<file path="src/rtl/mem_arbiter.sv">
// Single-port BRAM arbiter: UART programmer > MEM data port > IF instruction port.
// Optional IF anti-starvation counter is enabled by defining MEM_ARB_FAIRNESS_EN.
module mem_arbiter #(
    parameter int ADDR_W     = 14,
    parameter int DATA_W     = 32,
    parameter int STARVE_MAX = 4
) (
    input  logic              clk,
    input  logic              rst,
    input  logic              i_req,
    input  logic [ADDR_W-1:0] i_addr,
    output logic              i_gnt,
    output logic              i_rvalid,
    output logic [DATA_W-1:0] i_rdata,
    input  logic              d_req,
    input  logic              d_we,
    input  logic [ADDR_W-1:0] d_addr,
    input  logic [DATA_W-1:0] d_wdata,
    output logic              d_gnt,
    output logic              d_rvalid,
    output logic [DATA_W-1:0] d_rdata,
    input  logic              u_req,
    input  logic [ADDR_W-1:0] u_addr,
    input  logic [DATA_W-1:0] u_wdata,
    input  logic              u_done,
    output logic              u_gnt,
    output logic              ram_en,
    output logic              ram_we,
    output logic [ADDR_W-1:0] ram_addr,
    output logic [DATA_W-1:0] ram_wdata,
    input  logic [DATA_W-1:0] ram_rdata,
    output logic              stall_req_if,
    output logic              stall_req_mem
);

    typedef enum logic {NORMAL = 1'b0, PROG = 1'b1} state_t;

    state_t state_reg, state_next;
    logic   owner_i_reg, owner_d_reg;
    logic   force_i;

`ifdef MEM_ARB_FAIRNESS_EN
    localparam int CNT_W = $clog2(STARVE_MAX + 1);
    localparam logic [CNT_W-1:0] STARVE_LIM = CNT_W'(STARVE_MAX);

    logic [CNT_W-1:0] starve_reg;

    // Counts consecutive NORMAL cycles where IF asked and lost; saturates at the limit.
    always_ff @(posedge clk or negedge rst) begin
        if (!rst) begin
            starve_reg <= '0;
        end else if (state_reg == PROG || !i_req || i_gnt) begin
            starve_reg <= '0;
        end else if (starve_reg != STARVE_LIM) begin
            starve_reg <= starve_reg + 1'b1;
        end
    end

    assign force_i = (state_reg == NORMAL) && i_req && (starve_reg == STARVE_LIM);
`else
    // Strict fixed priority: IF is never promoted above the data port.
    assign force_i = (STARVE_MAX < 0);
`endif

    always_ff @(posedge clk or negedge rst) begin
        if (!rst) begin
            state_reg   <= NORMAL;
            owner_i_reg <= 1'b0;
            owner_d_reg <= 1'b0;
        end else begin
            state_reg   <= state_next;
            owner_i_reg <= i_gnt;
            owner_d_reg <= d_gnt & ~d_we;
        end
    end

    always_comb begin
        state_next = state_reg;
        u_gnt      = 1'b0;
        d_gnt      = 1'b0;
        i_gnt      = 1'b0;
        case (state_reg)
            NORMAL: if (!u_done && u_req) state_next = PROG;
            PROG:   if (u_done) state_next = NORMAL;
            default: state_next = NORMAL;
        endcase
        if (rst) begin
            u_gnt = u_req;
            if (state_reg == NORMAL && !u_req) begin
                if (force_i) begin
                    i_gnt = 1'b1;
                end else if (d_req) begin
                    d_gnt = 1'b1;
                end else begin
                    i_gnt = i_req;
                end
            end
        end
    end

    always_comb begin
        ram_en    = 1'b0;
        ram_we    = 1'b0;
        ram_addr  = '0;
        ram_wdata = '0;
        if (u_gnt) begin
            ram_en    = 1'b1;
            ram_we    = 1'b1;
            ram_addr  = u_addr;
            ram_wdata = u_wdata;
        end else if (d_gnt) begin
            ram_en    = 1'b1;
            ram_we    = d_we;
            ram_addr  = d_addr;
            ram_wdata = d_wdata;
        end else if (i_gnt) begin
            ram_en   = 1'b1;
            ram_addr = i_addr;
        end
    end

    assign i_rvalid      = owner_i_reg;
    assign d_rvalid      = owner_d_reg;
    assign i_rdata       = owner_i_reg ? ram_rdata : '0;
    assign d_rdata       = owner_d_reg ? ram_rdata : '0;
    assign stall_req_if  = i_req & ~i_gnt;
    assign stall_req_mem = d_req & ~d_gnt;

endmodule

</file>
<file path="config.mk">
export PLATFORM = sky130hd
export DESIGN_NAME = mem_arbiter
export DESIGN_NICKNAME = d
export VERILOG_FILES = /design/src/rtl/mem_arbiter.sv
export SDC_FILE = /design/constraint.sdc
export NUM_CORES = 1
export LEC_CHECK = 0
export CAP_MARGIN = 20
export CORE_AREA = 5 5 99 101
export CTS_BUF_LIST = sky130_fd_sc_hd__clkbuf_4
export CTS_CLUSTER_SIZE = 40
export DETAILED_ROUTE_END_ITERATION = 6
export DIE_AREA = 0 0 104 106
export RECOVER_POWER = 25
export SYNTH_ARGS = -nofsm -noshare
export SYNTH_HDL_FRONTEND = slang
export SYNTH_SLANG_ARGS = --single-unit
</file>
<file path="constraint.sdc">
create_clock -name clk -period 2.2 [get_ports clk]
set_input_delay 0.33 -clock clk [delete_from_list [all_inputs] [get_ports clk]]
set_output_delay 0.33 -clock clk [all_outputs]
set_load 0.02 [all_outputs]
</file>
==> results of run 1 <==
==> worst max-delay path, stage by stage <==
cell and delay, ns:
dlygate4sd2_1 0.27, or3b_4 0.42, nor3b_4 0.25, buf_6 0.16, buf_12 0.11, a221o_1 0.13, buf_2 0.16
==> layout make-up <==
cell class                 count  area share, %
sequential                     3           1.88
multi-input combinational    135           24.8
timing repair buffer         283           69.1
tap                          111           3.48
clock buffer                   4          0.752
==> routing by layer <==
layer,global-route usage (%),up-vias,routed length (um)
met3,6.31,12,993
li1,-,1115,-
met1,15.4,992,3100
met2,25.4,160,4260
met4,4.35,0,160
met5,0,-,0
==> cell families (layout without fill, tap and decap cells) <==
group,count (synthesis),count (layout),synth area share [%]
AND/OR/NAND/NOR,88,88,49.1
AO/OA/AOI/OAI,47,47,37.3
buffers and inverters,19,287,6.99
flip-flops,3,3,6.55
==> through the flow <==
stage / instances / utilization, %
after detailed placement: 528 / 44.9
after floorplan: 157 / -
after CTS: 535 / 44.9
final: 536 / 44.7
after global placement: 528 / 44.9
after global routing: 536 / 44.7
==> cell usage in the layout, fill, tap and decap left out, types with 3 or more instances in the layout <==
master and count:
clkbuf_2 9, a22o_1 32, buf_6 5, buf_12 4
and2_1 66, buf_4 16, and3_1 14, clkdlybuf4s50_1 209
buf_2 8, dlygate4sd2_1 26, dfrtp_1 3, a221o_1 14
clkbuf_4 4
==> how the worst max path moves through the flow <==
stage                        end  slack [ns]  cells past startpoint
finish               ram_addr[4]        0.03                      7
floorplan           ram_addr[10]        0.36                      4
detailed placement  ram_addr[12]       -0.55                      6
global placement    ram_addr[11]       -0.49                      6
global route        stall_req_if       -0.01                      7
CTS                 ram_wdata[1]       0.007                      7
==> timing repair <==
| item | 4_1_cts | 5_1_grt |
|---|---|---|
| gates resized for setup | 110 | 27 |
| setup endpoints to repair | 53 | 24 |
| buffers inserted | 2 | 1 |
| pin swaps | 4 | 2 |
| gates cloned | 2 | 0 |
==> power breakdown <==
| part | switching, uW | leakage (uW) | internal, uW |
|---|---|---|---|
| sequential | 0.962 | 0.0000401 | 57.5 |
| clock | 29.9 | 0.0000184 | 80.3 |
| combinational | 232 | 0.00172 | 382 |
| total | 263 | 0.00178 | 520 |
==> metrics.yaml, run 1 <==
status: "finished, final reports clean"
regToRegEndpoint: "i_rvalid"
cts_tree: "yes"
slew_violations: 0
cts_hold_buffers: 0
die_w_um: 104
grt_pass1_wl_um: 13000
grt_max_degree: 35
ys_ff_latch: 3
fin_area_um2: 4000
netlist_area_um2: 1150
cts.sinks: 3
insertion_delay_ns: 0.23
hpwl_um: 7420
setup_viol: 0
clockRootBuffer: "clkbuf_4"
slew_headroom_pct: 82.4
dpl_cell_area_um2: 4010
postRouteWirelength_um: 8520
fin_crit_sh_pct: 98.4
reg2reg_slack_ns: 0.87
hold_path_class: "input pin to async pin"
die_y_um: 106
worstMarginPinSlew_ns: 0.263
cts_inserted_buffers: 3
path_clk_slew_ns: 0.04
h-tree-depth: 1
place_congestion: 0.780
port_buffers: 263
synth_area_per_cell_um2: 7.30
worstPathMaxFanout: 5
io_pins: 264
core_area_um2: 8930
synth_top_cell_by_area: "and2_1"
r2r-start: "state_reg"
startpoint_type: "input pin"
crit_type: "input pin to output pin"
synth_edf_count: 0
cp.arrival_ns: 1.84
grt_overflow: 0
required_ns: 1.87
yosys.cell_count.top_type: "and2_1"
power_density_nw_per_um2: 196
initial_core_util_pct: 12.8
ys_warn_count: 0
fin_nets: 571
setup_ws_ns: 0.0345
rows: 35
max_freq_mhz: 462
vias_per_cell: 4.25
drc: 0
drt.antenna.violating_nets: 0
drtIter0Drc: 38
syn_to_final_growth_pct: 249
async_flop_share_pct: 100
nFillCells: 934
post_synth_num_cell_types: 15
syn_nets: 302
antennaDiodeCount: 0
synthFlopType: "dfrtp_1"
multiInputGateArea_um2: 992
min_period_ns: 2.17
cp-startpoint: "u_req"
seq_area_frac_synth_pct: 6.55
max_cap_viol_count: 0
worstRegToRegCells: 4
yosys.area.top_type_share_pct: 36.0
clock_skew_ns: 0.00232
hold_slack_ns: 0.160
grt_use_total_pct: 14.4
total_power_uw: 783
ys_top_cells_by_area: "and2_1, a22o_1, a221o_1"
cts_buffer_depth: 2
drtPass1Iterations: 4
drive_gt1_share_pct: 12.5
die_area_um2: 11000
dr_total_vias: 2279
post-place-ws_ns: -0.551
endpoint_kind: "output pin"
vdd_drop_max_mv: 0.0747
seq_area_um2: 75.1
antenna_found_initial: 0
post_drt_wl_per_cell_um: 15.9
ys_top_cells_by_count: "and2_1, a22o_1, clkbuf_1"
synthCells: 157
p_leak_uw: 0.00178
finalSetupTns_ns: 0
grt_pass1_vias: 2434
hold_violations: 0
(Power assumes the default switching activity.)
==> run 2, diff against run 1 <==
- ABC_CLOCK_PERIOD_IN_PS: unset -> 2200
==> results of run 2 <==
Same layout as run 1: the final DEF is identical, and so are final timing and power.
